[src/rtl/buf_fifo.sv]
// buf_fifo: parametrised single-clock FIFO between the instruction-side
// producer and the execute-side consumer.
//
// Build option: define BUF_FIFO_FWFT_EN for first-word-fall-through output
// (rd_data shows the head combinationally, rd_valid = !empty, rd_en pops).
// Without it, rd_data is a register loaded on an accepted read and rd_valid
// is a one-cycle pulse aligned with the loaded word.
//
// Ports:
//   clk, rst_n         clock, asynchronous active-low reset
//   flush              synchronous clear of pointers, flags and rd_valid
//   wr_en, wr_data     write request and data (dropped while full)
//   rd_en              read request (ignored while empty)
//   rd_data, rd_valid  read data and its valid qualifier
//   full, empty        occupancy == DEPTH / occupancy == 0
//   almost_full        occupancy >= AF_LVL
//   count              occupancy, 0..DEPTH
//   ovf, udf           sticky overflow / underflow, cleared by flush or reset
module buf_fifo #(
    parameter int DW     = 32,
    parameter int DEPTH  = 16,
    parameter int AW     = $clog2(DEPTH),
    parameter int AF_LVL = DEPTH - 2
) (
    input  logic          clk,
    input  logic          rst_n,
    input  logic          flush,
    input  logic          wr_en,
    input  logic [DW-1:0] wr_data,
    input  logic          rd_en,
    output logic [DW-1:0] rd_data,
    output logic          rd_valid,
    output logic          full,
    output logic          empty,
    output logic          almost_full,
    output logic [AW:0]   count,
    output logic          ovf,
    output logic          udf
);

    // Pointers carry one extra wrap bit so full and empty are distinguishable.
    logic [AW:0]   wp_q, wp_d;
    logic [AW:0]   rp_q, rp_d;
    logic          ovf_q, ovf_d;
    logic          udf_q, udf_d;
    logic          wr_acc;
    logic          rd_acc;
    logic [DW-1:0] ram_q [DEPTH];

    assign empty       = (wp_q == rp_q);
    assign full        = (wp_q[AW-1:0] == rp_q[AW-1:0]) && (wp_q[AW] != rp_q[AW]);
    assign count       = wp_q - rp_q;
    assign almost_full = (count >= (AW+1)'(AF_LVL));
    assign ovf         = ovf_q;
    assign udf         = udf_q;

    // Acceptance looks only at registered status: no bypass in either
    // direction, and flush suppresses both requests.
    assign wr_acc = wr_en & ~full & ~flush;
    assign rd_acc = rd_en & ~empty & ~flush;

    always_comb begin
        wp_d  = wp_q;
        rp_d  = rp_q;
        ovf_d = ovf_q;
        udf_d = udf_q;
        if (flush) begin
            wp_d  = '0;
            rp_d  = '0;
            ovf_d = 1'b0;
            udf_d = 1'b0;
        end else begin
            if (wr_acc)         wp_d  = wp_q + (AW+1)'(1);
            if (rd_acc)         rp_d  = rp_q + (AW+1)'(1);
            if (wr_en && full)  ovf_d = 1'b1;
            if (rd_en && empty) udf_d = 1'b1;
        end
    end

    always_ff @(posedge clk or negedge rst_n) begin
        if (!rst_n) begin
            wp_q  <= '0;
            rp_q  <= '0;
            ovf_q <= 1'b0;
            udf_q <= 1'b0;
        end else begin
            wp_q  <= wp_d;
            rp_q  <= rp_d;
            ovf_q <= ovf_d;
            udf_q <= udf_d;
        end
    end

    // Storage is intentionally not reset.
    always_ff @(posedge clk) begin
        if (wr_acc) ram_q[wp_q[AW-1:0]] <= wr_data;
    end

`ifdef BUF_FIFO_FWFT_EN
    assign rd_data  = ram_q[rp_q[AW-1:0]];
    assign rd_valid = ~empty;
`else
    logic [DW-1:0] rd_data_q, rd_data_d;
    logic          rd_valid_q, rd_valid_d;

    always_comb begin
        rd_data_d  = rd_data_q;
        rd_valid_d = rd_acc;
        if (rd_acc) rd_data_d = ram_q[rp_q[AW-1:0]];
    end

    always_ff @(posedge clk or negedge rst_n) begin
        if (!rst_n) begin
            rd_data_q  <= '0;
            rd_valid_q <= 1'b0;
        end else begin
            rd_data_q  <= rd_data_d;
            rd_valid_q <= rd_valid_d;
        end
    end

    assign rd_data  = rd_data_q;
    assign rd_valid = rd_valid_q;
`endif

endmodule

[config.mk]
export PLATFORM = sky130hd
export DESIGN_NAME = buf_fifo
export DESIGN_NICKNAME = d
export VERILOG_FILES = /design/src/rtl/buf_fifo.sv
export SDC_FILE = /design/constraint.sdc
export NUM_CORES = 1
export LEC_CHECK = 0
export ABC_AREA = 1
export CAP_MARGIN = 20
export CORE_AREA = 2 2 211 213
export CTS_CLUSTER_DIAMETER = 150
export DETAILED_ROUTE_END_ITERATION = 8
export DIE_AREA = 0 0 213 215
export PLACE_DENSITY = 0.86
export SYNTH_ARGS = -nofsm -noshare
export SYNTH_HDL_FRONTEND = slang
export SYNTH_SLANG_ARGS = --single-unit
[constraint.sdc]
create_clock -name clk -period 4.7 [get_ports clk]
set_input_delay 0.705 -clock clk [delete_from_list [all_inputs] [get_ports clk]]
set_output_delay 0.705 -clock clk [all_outputs]
set_load 0.05 [all_outputs]
==> impl_metrics.csv, run 1 <==
group,metric,value,unit
critical_path,endpoint,"count[1]",
critical_path,start_kind,"flop",
placement,pre_cts_ws,1.18,ns
synth,synth_area_per_cell,10.6,sq um
layout,layout.cells.non_filler,2920,
placement,dp_hpwl,30800,microns
synth,seq_area_frac_synth,70.0,%
sta,setup_slack,0.672,ns
sta,fin_crit,4.03,ns
synth,ys_warn_count,0,
global_route,grt_first_pass_wirelength,90000,microns
placement,port_buffers,79,
drt,wl_per_cell,20.1,microns
die,die-area,45800,sq um
critical_path,cp.required,3.99,ns
critical_path,r2r-start,"rp_q[1]",
clocking,cts_tree,"built",
critical_path,r2r_cells,10,
critical_path,worstSetupStartpoint,"rp_q[1]",
critical_path,timing.rr.end,"ram_q[1][1]",
critical_path,cp-end-kind,"output port",
sta,slew_headroom,18.8,%
synth,synth_top_cell_by_area,"edfxtp_1",
clocking,path_clk_slew,0.07,ns
layout,drive_above_1_share,7.18,%
clocking,h-tree-depth,2,
drt,drt_iter0_drc,2492,
global_route,top_usage_layer,"met2",
critical_path,crit_fanout,63,
clocking,clkSinkCount,557,
power,p_leak,11.2,nW
synth,synth_fp_nets,2270,
drt,vias,16400,
power,p_total,12.8,mW
job,max-cap-violations,0,
die,start_util,54.0,%
global_route,grt_max_degree,124,
global_route,use_met2,41.9,%
die,pin_count,80,
power,power.density,476,nW/um^2
global_route,grtUsageMet1,33.8,%
synth,ys_types,26,
die,die_y,215,microns
sta,setup_tns,0,ns
critical_path,crit_arrival,3.32,ns
drt,drc_errors,0,
sta,rsz0062_at_grt,"no",
synth,synth_area,23600,sq um
sta,tightest_slew,1.21,ns
clocking,post_cts_resized,0,
clocking,cts_buffers,53,
clocking,clk_latency,0.59,ns
clocking,post_cts_buffers,0,
placement,numPlacedInstances,2820,
global_route,track_usage,25.6,%
global_route,grtUsageMet3,4.16,%
layout,final_cell_mix,"nand2_1, edfxtp_1, nand3_1, inv_1, clkdlybuf4s50_1",
clocking,clockBufferDepth,3,
power,ir_drop,326,uV
clocking,cts_root_buf,"clkbuf_16",
die,fp.coreArea,43600,sq um
sta,period_share,85.7,%
sta,hold_viol,0,
synth,yosys-top-cells-area,"edfxtp_1, nand2_1, nand3_1, dfrtp_1, inv_1",
drt,first_pass_iters,6,
global_route,antenna_found_initial,0,
drt,ant_nets,0,
drt,routed_wl,58600,microns
sta,slew_violations,0,
sta,setup-violations-final,0,
clocking,ctsHoldBuffers,0,
layout,fin_util,61.4,%
synth,syn_inst,2223,
status,status,"finished clean",
critical_path,rrSetupSlack,1.09,ns
layout,syn_to_final_growth,13.6,%
synth,synth_top_cell_area_share,65.2,%
global_route,grt_pass1_vias,16500,
drt,viasPerCell,5.63,
placement,gp_congestion,0.791,
sta,skew,0.0254,ns
layout,layout.nets,2331,
global_route,gr-total-overflow,0,
hold_path,hp-class,"in2async",
sta,max_freq,248,MHz
die,die_x,213,microns
synth,yosys_register_bits,557,
layout,layout_commonest_cell,"nand2_1",
die,rows,77,
critical_path,worstSetupPathType,"reg2out",
## cells by family (layout without fill, tap and decap cells)
kind of cell	after synthesis	in the layout	synth area share [%]
xor+xnor	7	7	0.260
fa+ha+maj	10	10	0.563
buf+inv	386	490	6.84
compound gates	48	48	1.35
other cells	0	1	0
flops	557	557	70.0
simple gates	1215	1215	21.0
## how the worst min path moves through the flow
stage | from | end | slack, ns | cells after the start
2_1_floorplan | rst_n | ovf | 0.41 | 0
3_3_place_gp | ovf | ovf | 0.51 | 2
3_5_place_dp | udf | udf | 0.55 | 2
4_1_cts | rst_n | rd_data[13] | 0.28 | 1
5_1_grt | rst_n | rd_data[13] | 0.31 | 1
6_report | rst_n | rp_q[4] | 0.26 | 1
## cell type report
class | count | area [sq um]
fillers | 3044 | 16900
clock buffers | 60 | 1380
multi-input cells | 1280 | 5590
well taps | 592 | 741
inverters | 278 | 1050
repair buffers | 114 | 1150
flip-flops and latches | 557 | 16500
clock inverters | 38 | 362
diodes | 1 | 2.50
## state kept, by name, summed over array words and instances, names as in the netlist
register	flops
ovf	1
wp_q	5
ram_q	512
rd_data	32
rp_q	5
rd_valid	1
udf	1
## critical path, cell delays in order, from the launching register on
cell and delay (ns):
dfrtp_4 0.70, inv_4 0.12, buf_4 0.64, fa_1 0.56, clkdlybuf4s50_1 0.72
## synthesized netlist by cell type
cell type  number
nand3_1       295
buf_4          14
buf_6           6
xnor2_1         3
edfxtp_1      512
ha_1            9
o21ai_0        11
nand2_2         1
a21oi_1        16
nor2_1         50
nand3_2         1
buf_2          53
nor3_1          6
o31ai_1         1
a21oi_2        20
dfrtp_1        45
inv_1         273
fa_1            1
buf_1           8
clkinv_1        3
clkbuf_1       27
xor2_1          4
inv_2           2
nor2_2          1
nand4_1         1
nand2_1       860
## metal layers
layer | share of wire [%] | routed length, microns
met4 | 4.1 | 2430
met1 | 37 | 21500
met5 | 0 | 0
met2 | 48 | 28400
met3 | 11 | 6280
## where the power goes
part	leakage [nW]	total [mW]	switching (mW)	internal, mW
Clock	0.866	4.33	1.83	2.49
Sequential	5.13	5.71	0.132	5.58
Combinational	5.20	2.72	1.91	0.814
## stage by stage
stage | cell area, sq um | hold slack (ns)
detailed placement | 25000 | 0.546
finish | 26800 | 0.260
floorplan | 23600 | 0.409
global route | 26800 | 0.314
CTS | 26800 | 0.284
global placement | 25000 | 0.507
Power figures use the tool's default switching activity.
==> run 2: changes to the inputs <==
--- a/config.mk
+++ b/config.mk
@@ -12,6 +12,7 @@
 export DETAILED_ROUTE_END_ITERATION = 8
 export DIE_AREA = 0 0 213 215
 export PLACE_DENSITY = 0.86
+export SLEW_MARGIN = 20
 export SYNTH_ARGS = -nofsm -noshare
 export SYNTH_HDL_FRONTEND = slang
 export SYNTH_SLANG_ARGS = --single-unit
==> run 2 against run 1 <==
  * Die area unchanged
  * Hold slack improved by 0.011 ns
  * Core utilization fell by 0.054 points
  * Largest power group unchanged
  * Power decreased by 0.20%
  * Critical path depth stayed put
  * Clock-buffer cell count unchanged
  * Maximum frequency decreased by 0.36%
  * Cell count about the same
  * Combinational power is essentially flat
==> impl_metrics.csv, run 2 (same netlist as run 1, synthesis figures left out) <==
group,metric,value,unit
drt,vias,16400,
power,clock_power_share,33.8,%
status,status,"finished clean",
global_route,grt_pass1_vias,16500,
global_route,antenna_found_initial,0,
placement,dp_hpwl,30800,microns
clocking,post_cts_buffers,0,
critical_path,crit_fanout,63,
clocking,clk_latency,0.58,ns
sta,fin_crit,4.04,ns
die,pin_count,80,
drt,drt_iter0_drc,2410,
drt,viasPerCell,5.63,
drt,routed_wl,58400,microns
sta,skew,0.0208,ns
drt,wl_met3,6580,microns
sta,tightest_slew,1.21,ns
global_route,track_usage,25.6,%
power,p_sw_share,30.3,%
die,rows,77,
critical_path,cp.required,3.99,ns
clocking,post_cts_resized,0,
power,power.density,476,nW/um^2
clocking,clkSinkCount,557,
layout,drive_above_1_share,7.14,%
global_route,grt_first_pass_wirelength,90000,microns
sta,setup_tns,0,ns
drt,drc_errors,0,
clocking,cts_tree,"built",
layout,syn_to_final_growth,13.5,%
global_route,gr-total-overflow,0,
layout,final_cell_mix,"nand2_1, edfxtp_1, nand3_1, inv_1, clkdlybuf4s50_1",
power,combPwrFrac,21.3,%
critical_path,r2r_cells,10,
sta,max_freq,247,MHz
drt,met2_length,28400,microns
clocking,cts_buffers,53,
clocking,clockBufferDepth,3,
layout,largest_reg_flops,512,
hold_path,hp-class,"in2async",
layout,fin_util,61.3,%
sta,rsz0062_at_grt,"no",
placement,port_buffers,79,
drt,wl_met1,21000,microns
critical_path,cp-end-kind,"output port",
power,internal_power,8.88,mW
clocking,ctsHoldBuffers,0,
die,die_y,215,microns
drt,ant_nets,0,
die,die-area,45800,sq um
sta,hold_viol,0,
sta,slew_headroom,19.2,%
sta,setup-violations-final,0,
die,fp.coreArea,43600,sq um
layout,layout_commonest_cell,"nand2_1",
critical_path,crit_arrival,3.34,ns
die,die_x,213,microns
clocking,path_clk_slew,0.06,ns
critical_path,worstSetupPathType,"reg2out",
power,switchingPower,3.85,mW
power,p_leak,11.2,nW
job,max-cap-violations,0,
sta,slew_violations,0,
sta,period_share,86.0,%
power,ir_drop,294,uV
layout,layout.nets,2330,
power,pwr-share-seq,44.8,%
clocking,h-tree-depth,2,
drt,top_layer_used,"met4",
die,start_util,54.0,%
critical_path,start_kind,"flop",
placement,gp_congestion,0.791,
global_route,grt_max_degree,124,
clocking,cts_root_buf,"clkbuf_16",
drt,first_pass_iters,5,
drt,wl_per_cell,20.0,microns
## run 2: through the flow
step           power, mW  cell area, sq um  instances  setup WS, ns  hold slack (ns)
2_1_floorplan       7.64             23600       2223         0.205            0.409
3_3_place_gp        8.39             25000       2820          1.29            0.507
3_5_place_dp        8.48             25000       2820          1.18            0.546
4_1_cts             12.8             26800       2918         0.665            0.284
5_1_grt             13.2             26800       2918         0.522            0.314
6_report            12.7             26800       2919         0.658            0.271
## run 2: per-layer routing
metal | GRT usage (%) | vias up
li1 | - | 7365
met1 | 33.8 | 7761
met2 | 41.9 | 1117
met3 | 4.16 | 191
met4 | 11.3 | 0
met5 | 0 | -
## run 2: path summary, 6_finish.rpt
kind / endpoint / slack (ns) / start
min in group clk: udf / 0.55 / udf
max: count[1] / 0.66 / rp_q[1]
min reg2reg: udf / 0.55 / udf
min: rp_q[4] / 0.27 / rst_n
max reg2reg: ram_q[1][1] / 1.07 / rp_q[1]
max in group asynchronous: rp_q[1] / 3.50 / rst_n
## run 2: critical path, cell delays in order (launching register included)
cell             delay, ns
dfrtp_4               0.71
inv_4                 0.12
buf_4                 0.64
fa_1                  0.56
clkdlybuf4s50_1       0.72
## run 2: power by group through the flow
stage	clock network [mW]	logic (mW)	registers, mW
2_1_floorplan	0	1.43	6.21
3_3_place_gp	0	2.58	5.81
3_5_place_dp	0	2.66	5.82
4_1_cts	4.33	2.70	5.72
5_1_grt	4.54	2.95	5.72
6_report	4.31	2.71	5.71
## run 2: final cells by class
cell class / count / area (sq um)
multi-input cells: 1280 / 5590
clock buffers: 60 / 1380
diodes: 1 / 2.50
fillers: 3049 / 16900
clock inverters: 38 / 362
flip-flops and latches: 557 / 16500
inverters: 278 / 1050
repair buffers: 113 / 1130
well taps: 592 / 741
==> patch: new RTL, flow settings as in run 1 <==
The option `BUF_FIFO_FWFT_EN` is turned on by a define.
--- a/src/rtl/buf_fifo.sv
+++ b/src/rtl/buf_fifo.sv
@@ -16,6 +16,8 @@
 //   almost_full        occupancy >= AF_LVL
 //   count              occupancy, 0..DEPTH
 //   ovf, udf           sticky overflow / underflow, cleared by flush or reset
+`define BUF_FIFO_FWFT_EN
+
 module buf_fifo #(
     parameter int DW     = 32,
     parameter int DEPTH  = 16,
Behaviour: not the same (Yosys sat finds a counterexample within 4 cycles, from zero or initial values and one cycle with rst_n low).
==> patch against run 1 <==
  * Routed wire length fell by 1.5%
  * Power fell by 13%
  * Setup slack got worse by 0.23 ns
  * Die area did not move
  * Sequential cell count fell by 33
  * Synthesized cell count rose by 5.3%
  * Largest cell class unchanged
  * Critical endpoint is now rd_data[21]
  * Clock power fell by 7.6%
  * First-iteration DRC count fell by 16%
  * Area after synthesis fell by 1.3%
  * Cell area fell by 1.6%
==> patch: results <==
[grt]
grt_pass1_wl_um = 88100
grt_pass1_vias = 16500
track_usage = 0.254
grt_use_met3 = 0.0473
grtUsageMet1 = 0.323
use_met2 = 0.415
grt_max_degree = 167

[final_layout]
fin_nets = 2451
drive_above_1_share = 0.0597
fillers = 3111

[synth]
synth_cell_type_count = 27
syn_avg_cell_area_um2 = 9.94
netlist_top_cells_area = "edfxtp_1, nand2_1, inv_1"
seq_area_frac_synth = 0.673

[power_and_ir_drop]
leakagePower_uw = 0.0115
vdd_ir_drop_max_v = 0.000254
powerDensity_nw_per_um2 = 419

[placement]
pre_cts_ws_ns = 1.15
post-dp-hpwl_um = 29900
dp_cells = 2945

[routing]
dr_total_vias = 16600
drt_pre_antenna_iters = 5
routed_wl_um = 57800
route.met2.wl_um = 28100
met3_wirelength_um = 5530
drt_iter0_drc = 2098
met1Wirelength_um = 21400

[timing]
fin_skew_ns = 0.0211
tightest_slew_ns = 1.04

[clock_tree]
cts_made_buffers = 49

[worst_setup_path]
slowest_delay_ns = 0.81
critPathMaxFanout = 50
crit_arrival_ns = 3.55

[run_status]
status = "complete, no violations"
patch: cell families (layout without fill, tap and decap cells):
kind of cell,Yosys count,in the layout,synth area share
DFF,524,524,0.673
other,0,2,0
xor gates and xnor gates,7,7,0.00263
and+or+nand+nor,1187,1187,0.212
buffers and inverters,608,711,0.105
AOI/OAI and AO/OA,5,5,0.00107
adders and majority gates,10,10,0.00570
patch: layout make-up:
class	instances	area share
multi-input cells	1209	0.199
flip-flops and latches	524	0.595
diodes	2	0.000190
inverters	503	0.0719
clock buffers	56	0.0475
well taps	592	0.0281
clock inverters	35	0.0136
repair buffers	117	0.0446
patch: worst register-to-register path, stage by stage (launching register included):
cell,delay [ns]
dfrtp_2,0.41
inv_1,0.71
ha_1,0.44
nand2_1,0.10
nor2_2,0.06
nand2_2,0.11
nand2_4,0.13
inv_1,0.12
nand2_2,0.22
nor2_4,0.52
buf_12,0.29
patch: final timing paths:
path	start	end	slack, ns	cells past startpoint
min in group clk	ovf$_DFFE_PN0P_	ovf$_DFFE_PN0P_	0.52	2
max in group asynchronous	rst_n	rp_q[0]$_DFFE_PN0P_	3.75	1
worst min-delay path	rst_n	ovf$_DFFE_PN0P_	0.50	1
worst max-delay path	rp_q[1]$_DFFE_PN0P_	rd_data[21]	0.45	9
worst max register to register	rp_q[2]$_DFFE_PN0P_	ram_q[4][20]$_DFFE_PP_	1.24	10
worst min register to register	ovf$_DFFE_PN0P_	ovf$_DFFE_PN0P_	0.52	2
patch: report_power, final:
| group | switching (uW) | total [uW] | leakage (uW) | internal [uW] |
|---|---|---|---|---|
| registers | 18.5 | 5190 | 0.00477 | 5170 |
| logic | 1330 | 1870 | 0.00599 | 531 |
| clock network | 1700 | 4000 | 0.000786 | 2300 |
